### config.mk
export PLATFORM = sky130hd
export DESIGN_NAME = mem_loader
export DESIGN_NICKNAME = d
export VERILOG_FILES = /design/src/rtl/mem_loader.sv
export SDC_FILE = /design/constraint.sdc
export NUM_CORES = 1
export LEC_CHECK = 0
export CORE_ASPECT_RATIO = 1.2
export CORE_MARGIN = 5
export CORE_UTILIZATION = 41
export DETAILED_ROUTE_END_ITERATION = 7
export HOLD_SLACK_MARGIN = 0.15
export MAX_ROUTING_LAYER = met4
export PLACE_DENSITY = 0.81
export SYNTH_ARGS = -nofsm -noshare
export SYNTH_HDL_FRONTEND = slang
export SYNTH_SLANG_ARGS = --single-unit
### constraint.sdc
create_clock -name clk -period 1.55 [get_ports clk]
set_input_delay 0.2325 -clock clk [delete_from_list [all_inputs] [get_ports clk]]
set_output_delay 0.2325 -clock clk [all_outputs]
set_load 0.02 [all_outputs]
### src/rtl/mem_loader.sv
// Packs a little-endian byte stream into WIDTH-bit words and writes DEPTH of them per session.
// wr_en follows a word's last accepted byte by one cycle; in_ready is high only in LOAD, and abort cancels the session without writing.
module mem_loader #(
   parameter int WIDTH = 8,
   parameter int DEPTH = 8,
   localparam int BYTES = WIDTH / 8,
   localparam int AW    = (DEPTH > 1) ? $clog2(DEPTH) : 1,
   localparam int BCW   = (BYTES > 1) ? $clog2(BYTES) : 1
) (
   input  logic             clk,
   input  logic             rst_n,
   input  logic             start,
   input  logic             abort,
   input  logic             in_valid,
   input  logic [7:0]       in_data,
   output logic             in_ready,
   output logic             wr_en,
   output logic [AW-1:0]    wr_addr,
   output logic [WIDTH-1:0] wr_data,
   output logic             busy,
   output logic             done
);

   typedef enum logic [1:0] {
      S_IDLE = 2'd0,
      S_LOAD = 2'd1,
      S_DONE = 2'd2
   } state_t;

   state_t           r_state;
   state_t           w_state_nxt;
   logic [AW-1:0]    r_addr;
   logic [BCW-1:0]   r_bcnt;
   logic [WIDTH-1:0] r_word;
   logic [WIDTH-1:0] w_word;
   logic             w_start;
   logic             w_accept;
   logic             w_last_byte;
   logic             w_last_word;

   assign in_ready    = (r_state == S_LOAD);
   assign busy        = (r_state == S_LOAD);
   assign done        = (r_state == S_DONE);
   assign w_start     = (r_state == S_IDLE) && start && !abort;
   assign w_accept    = in_ready && in_valid && !abort;
   assign w_last_byte = (r_bcnt == BCW'(BYTES - 1));
   assign w_last_word = (r_addr == AW'(DEPTH - 1));

   // Current partial word with the incoming byte dropped into its little-endian lane
   always_comb begin
      w_word = r_word;
      for (int k = 0; k < BYTES; k++) begin
         if (r_bcnt == BCW'(k)) begin
            w_word[8*k +: 8] = in_data;
         end
      end
   end

   always_ff @(posedge clk or negedge rst_n) begin
      if (!rst_n) begin
         r_state <= S_IDLE;
      end else begin
         r_state <= w_state_nxt;
      end
   end

   always_comb begin
      w_state_nxt = r_state;
      case (r_state)
         S_IDLE: begin
            if (w_start) begin
               w_state_nxt = S_LOAD;
            end
         end
         S_LOAD: begin
            if (abort) begin
               w_state_nxt = S_IDLE;
            end else if (w_accept && w_last_byte && w_last_word) begin
               w_state_nxt = S_DONE;
            end
         end
         S_DONE:  w_state_nxt = S_IDLE;
         default: w_state_nxt = S_IDLE;
      endcase
   end

   always_ff @(posedge clk or negedge rst_n) begin
      if (!rst_n) begin
         r_addr  <= '0;
         r_bcnt  <= '0;
         r_word  <= '0;
         wr_en   <= 1'b0;
         wr_addr <= '0;
         wr_data <= '0;
      end else begin
         wr_en <= 1'b0;
         if (w_start) begin
            r_addr <= '0;
            r_bcnt <= '0;
         end else if (in_ready && abort) begin
            r_bcnt <= '0;
         end else if (w_accept) begin
            if (w_last_byte) begin
               wr_en   <= 1'b1;
               wr_data <= w_word;
               wr_addr <= r_addr;
               r_addr  <= r_addr + AW'(1);
               r_bcnt  <= '0;
            end else begin
               r_word <= w_word;
               r_bcnt <= r_bcnt + BCW'(1);
            end
         end
      end
   end

endmodule

==> results of run 1 <==
[final cells by class]
type | instances | area share [%]
Clock buffer | 3 | 2.17
Tap cell | 18 | 2.17
Sequential cell | 17 | 41.0
Clock inverter | 1 | 0.724
Timing Repair Buffer | 32 | 29.1
Multi-Input combinational cell | 27 | 24.8
[worst min-delay path by stage]
stage | endpoint | slack, ns | cells past startpoint
floorplan | r_addr[0]$_DFFE_PN0P_ | -0.06 | 0
global placement | wr_data[7]$_DFFE_PN0P_ | 0.48 | 1
detailed placement | wr_data[1]$_DFFE_PN0P_ | 0.49 | 1
CTS | r_state[0]$_DFFE_PN0P_ | 0.28 | 2
global route | r_state[0]$_DFFE_PN0P_ | 0.28 | 2
finish | wr_addr[2]$_DFFE_PN0P_ | 0.28 | 2
[sequential cells by signal, indices dropped and copies added (netlist names)]
register	flops
wr_addr	3
wr_en	1
r_state	2
wr_data	8
r_addr	3
[layer usage]
| metal | vias up | wire [um] | global-route usage, % |
|---|---|---|---|
| met1 | 228 | 549 | 12.1 |
| met3 | 2 | 115 | 5.09 |
| met4 | 0 | 9 | 4.74 |
| li1 | 229 | - | - |
| met2 | 20 | 664 | 17.9 |
| met5 | - | 0 | - |
[power by group through the flow]
| stage | Sequential, mW | Combinational [mW] | Clock (mW) |
|---|---|---|---|
| 2_1_floorplan | 0.647 | 0.0987 | 0 |
| 3_3_place_gp | 0.567 | 0.365 | 0 |
| 3_5_place_dp | 0.572 | 0.374 | 0 |
| 4_1_cts | 0.563 | 0.372 | 0.250 |
| 5_1_grt | 0.572 | 0.389 | 0.272 |
| 6_report | 0.561 | 0.362 | 0.232 |
[synthesized netlist by cell type (2+ instances only)]
cell	count
dfrtp_1	17
mux2_1	2
nor2_1	3
ha_1	2
mux2i_1	2
mux2_2	9
[repair_timing]
| item | in CTS | in global routing |
|---|---|---|
| endpoints found under the setup margin | 3 | 4 |
| hold buffers | 0 | 0 |
| gates resized for setup | 3 | 6 |
[layout by cell type (no fill, tap or decap)]
cell type / synthesis / routed
nor2b_1: 1 / 1
ha_1: 2 / 2
buf_4: 1 / 5
dfrtp_1: 17 / 17
xnor2_1: 1 / 1
mux2i_1: 2 / 2
clkinvlp_4: 0 / 1
nor4bb_4: 1 / 1
dlygate4sd2_1: 0 / 1
o21ai_0: 1 / 1
nor2_1: 3 / 3
and2_1: 1 / 1
clkbuf_2: 0 / 2
mux2_1: 2 / 2
mux2_2: 9 / 9
clkdlybuf4s50_1: 0 / 22
and2b_1: 1 / 1
nand3_1: 1 / 1
dlymetal6s2s_1: 0 / 2
nor3_1: 1 / 1
clkbuf_4: 0 / 3
nor4b_1: 1 / 1
[stage by stage]
step	TNS, ns	cell area [sq um]	cells	utilization (%)	setup slack (ns)
after floorplan	0	722	47	-	0.153
after global placement	-1.58	1010	94	61.0	-0.142
after detailed placement	-2.11	1010	94	61.0	-0.201
after CTS	0	1040	98	62.6	0.00352
after global routing	0	1040	98	62.4	0.00595
final	0	1040	98	62.4	0.0731
[logic make-up (layout without fill, tap and decap cells)]
group,after synthesis,in the layout,synth area share [%]
flops,17,17,58.9
mux,13,13,19.9
simple gates,10,10,10.4
buf+inv,3,36,5.37
fa+ha+maj,2,2,3.47
compound gates,1,1,0.693
xor+xnor,1,1,1.21
==> metrics, run 1 <==
outcome finished clean; Fin Hold WS roughly 0.28 ns; fin crit share approximately 95%; Crit path depth 1; antenna viol nets, final 0; fin crit period ~1.5 ns; most frequently used flop master after synthesis dfrtp_1; Mapped Area roughly 720 sq um; P_sw roughly 0.34 mW; FP Rows 16; asr flop ratio synth 100%; GRT overflow 0; FF-to-FF End wr_data[3]$_DFFE_PN0P_; crit end category output pin; synth top area cells dfrtp_1 59%, mux2_2 14%, ha_1 3.5%; global-route wire length before repair between 2 and 2.5 mm; pin count of the biggest net entering global routing 18; CP top delay family buffers and inverters; PortBufs 27; CP endpoint wr_data[2]; Max Cap Violations 0; CP Class flip-flop to output pin; fin nets between 90 and 100; area of the die roughly 0.0027 sq mm; Wirelength per Cell 13.7 um; Slew Limit Fails 0; Max-Slew Margin vs Limit 80.5%; register area share after synthesis between 50% and 60%; Lkg Pwr 0.487 nW; syn nets 62; area grow syn2layout 43.7%; I/O pin cnt 28; crit path max fanout 2; r2r startpoint r_state[1]$_DFFE_PN0P_; register bit total from synthesis 17; Synth area leader dfrtp_1; slowest stage delay, CP 0.60 ns; initial antenna violation count 0; Pint 0.819 mW; area of the multi-input gates between 200 and 300 sq um; critical path cell sequence clkdlybuf4s50_1; Worst setup SP type flip-flop; Critical-path top delay cell clkdlybuf4s50_1; worst-case reg-to-reg path depth 3; vias in the first global route 520; fill cell count approximately 140; DR pass1 iterations 1; clk slew on worst S/H paths 0.10 ns; CTS tree built; RSZ-0062 raised after global routing no; Root Buffer clkbuf_4; starting density of the core ~43%; CP arrival 1.24 ns; EDFF count, synth 0; CORE AREA between 0.0015 and 0.002 sq mm; final WL around 1.3 mm; Mapped Avg Cell Area about 15 sq um; Yosys warnings 0; Iter 0 DRT Violations 0; ratio of cells with drive above 1 in the final layout roughly a quarter; H-tree levels 1; Clock Latency Late Sink ~0.28 ns; Hold Path Class primary input to async pin; Synth Instances between 40 and 50; sum of buffers and inverters on the critical path 1; CP Data Required Time about 1.3 ns; GRT Total Usage between 10 and 15%; fmax between 600 and 700 MHz; endpoints failing setup 0; critical path launch point wr_data[2]$_DFFE_PN0P_; top cell type's share of synthesized area approximately 59%; total power 1.16 mW; count of cell types in the netlist 18; n_diodes 0; FF-to-FF setup slack between 0.1 and 0.15 ns; Num CTS Buffers 3; DP HPWL 1.06 mm; Vias between 400 and 500; Vias/cell 4.89; pwr dens between 1000 and 1500 mW/mm^2; Placer Congestion just over 0.7; Net Sw Frac 29.1%; die height 56.0 um; clock buffer depth 2; Worst VDD drop ~660 uV; clk sinks 17; combinational power share 31.3%; Clk pwr share 20.1%; Post-route DRC 0; final-report hold violation count 0; Post-CTS Setup Bufs 0; Seq. cell area around 430 sq um; Reg power frac approximately half; post-route clock skew ~0.0012 ns; Die X between 40 and 50 um; Worst Tran Pin Value ~0.29 ns
Power figures use the tool's default switching activity.
==> run 2, diff against run 1 <==
- MAX_ROUTING_LAYER: met4 -> unset
- SLEW_MARGIN: unset -> 30
==> run 2 against run 1 <==
  * Via count stayed put
  * Die area stayed put
  * Largest cell class unchanged
  * Sequential power hardly changed
==> metrics, run 2 (synthesis results as in run 1) <==
CP Data Required Time 1.32 ns (about the same); RSZ-0062 raised after global routing no; final WL 1.34 mm (unchanged); starting density of the core 43.4% (unchanged); global-route wire length before repair 2.36 mm (-0.30%); Die X 48.3 um (unchanged); fmax 677 MHz (about the same); post-route clock skew 0.00112 ns (-0.0000474 ns); area of the die 0.00270 sq mm (unchanged); fin nets 96 (unchanged); Vias 479 (unchanged); Vias/cell 4.89 (unchanged); Iter 0 DRT Violations 0 (unchanged); CORE AREA 0.00166 sq mm (unchanged); Num CTS Buffers 3 (unchanged); Root Buffer clkbuf_4; final-report hold violation count 0 (unchanged); FP Rows 16 (unchanged); die height 56.0 um (unchanged); crit path max fanout 2 (unchanged); CP arrival 1.24 ns (about the same); Hold Path Class primary input to async pin; I/O pin cnt 28 (unchanged); min setup slack post-route 0.0731 ns (-0.0000673 ns); Placer Congestion 0.701 (-1.1%); pwr dens 1110 mW/mm^2 (about the same); GRT Total Usage 11.0% (-0.30 points); ratio of cells with drive above 1 in the final layout 26.3% (unchanged); antenna viol nets, final 0 (unchanged); H-tree levels 1 (unchanged); Lkg Pwr 0.487 nW (unchanged); DR pass1 iterations 1 (unchanged); clock buffer depth 2 (unchanged); n_diodes 0 (unchanged); endpoints failing setup 0 (unchanged); GRT overflow 0 (unchanged); Worst setup SP type flip-flop; setup TNS 0 ns (unchanged); Top reg by flops wr_data; cell count after placement 94 (unchanged); fin util 62.4% (unchanged); Seq. cell area 425 sq um (unchanged); area grow syn2layout 43.7% (unchanged); fin crit period 1.48 ns (+0.0000673 ns); Worst VDD drop 664 uV (about the same); vias in the first global route 520 (unchanged); FF-to-FF End wr_data[3]$_DFFE_PN0P_; total power 1.16 mW (about the same); Clock Latency Late Sink 0.28 ns (about the same); pin count of the biggest net entering global routing 18 (unchanged); critical path cell sequence clkdlybuf4s50_1; PortBufs 27 (unchanged); Critical-path top delay cell clkdlybuf4s50_1; outcome finished clean; clk slew on worst S/H paths 0.10 ns (about the same); FF-to-FF setup slack 0.12 ns (about the same); commonest non-fill, non-tap cell in the layout clkdlybuf4s50_1; Max-Slew Margin vs Limit 80.5% (unchanged); fill cell count 135 (unchanged); CP top delay family buffers and inverters; Slew Limit Fails 0 (unchanged); area of the multi-input gates 258 sq um (unchanged); Worst Tran Pin Value 0.288 ns (unchanged); initial antenna violation count 0 (unchanged); crit end category output pin; Finished Layout Cells 98 (unchanged); worst-case reg-to-reg path depth 3 (unchanged); sum of buffers and inverters on the critical path 1 (unchanged); clk sinks 17 (unchanged); CTS tree built; DP HPWL 1.06 mm (unchanged); Crit path depth 1 (unchanged); Wirelength per Cell 13.7 um (unchanged); top flop regs wr_data (8), r_addr (3), wr_addr (3); fin crit share 95.3% (about the same); Post-route DRC 0 (unchanged); most frequent cells in the layout 22 x clkdlybuf4s50_1, 17 x dfrtp_1, 9 x mux2_2, 5 x buf_4; r2r startpoint r_state[1]$_DFFE_PN0P_; Place WS -0.201 ns (unchanged); Max Cap Violations 0 (unchanged); CP Class flip-flop to output pin; slowest stage delay, CP 0.60 ns (about the same); max reg flops 8 (unchanged)
run 2: metal layers:
metal / global-route usage, % / share of wire (%)
met1: 12.1 / 41
met4: 4.74 / 0.67
met5: 0 / 0
met3: 5.09 / 8.6
met2: 17.9 / 50
run 2: per-stage QoR:
stage                     hold WS [ns]  area [sq um]
after floorplan                -0.0631           722
after global placement           0.480          1010
after detailed placement         0.488          1010
after CTS                        0.276          1040
after global routing             0.280          1040
final                            0.278          1040
run 2: timing repair:
action	4_1_cts	5_1_grt
resized for setup	3	6
endpoints found under the setup margin	3	4
hold buffers	0	0
pin swaps	0	0
setup buffers	0	0
run 2: where the power goes:
group / switching [mW] / internal, mW
registers: 0.0419 / 0.519
logic: 0.160 / 0.202
clock network: 0.134 / 0.0978
total: 0.336 / 0.819
run 2: worst reg2reg max path: stages, from the launching register on:
cell,delay (ns)
dfrtp_1,0.44
nor4bb_4,0.31
buf_4,0.22
mux2_2,0.35
run 2: cell type report:
cell class                      count  area share, %
Tap cell                           18           2.17
Clock buffer                        3           2.17
Clock inverter                      1          0.724
Timing Repair Buffer               32           29.1
Sequential cell                    17           41.0
Multi-Input combinational cell     27           24.8
run 2: how the worst max path moves through the flow:
stage	startpoint	to
floorplan	r_state[1]$_DFFE_PN0P_	wr_data[2]$_DFFE_PN0P_
global placement	in_valid	wr_data[1]$_DFFE_PN0P_
detailed placement	abort	wr_data[3]$_DFFE_PN0P_
CTS	r_state[1]$_DFFE_PN0P_	in_ready
global route	wr_data[2]$_DFFE_PN0P_	wr_data[2]
finish	wr_data[2]$_DFFE_PN0P_	wr_data[2]
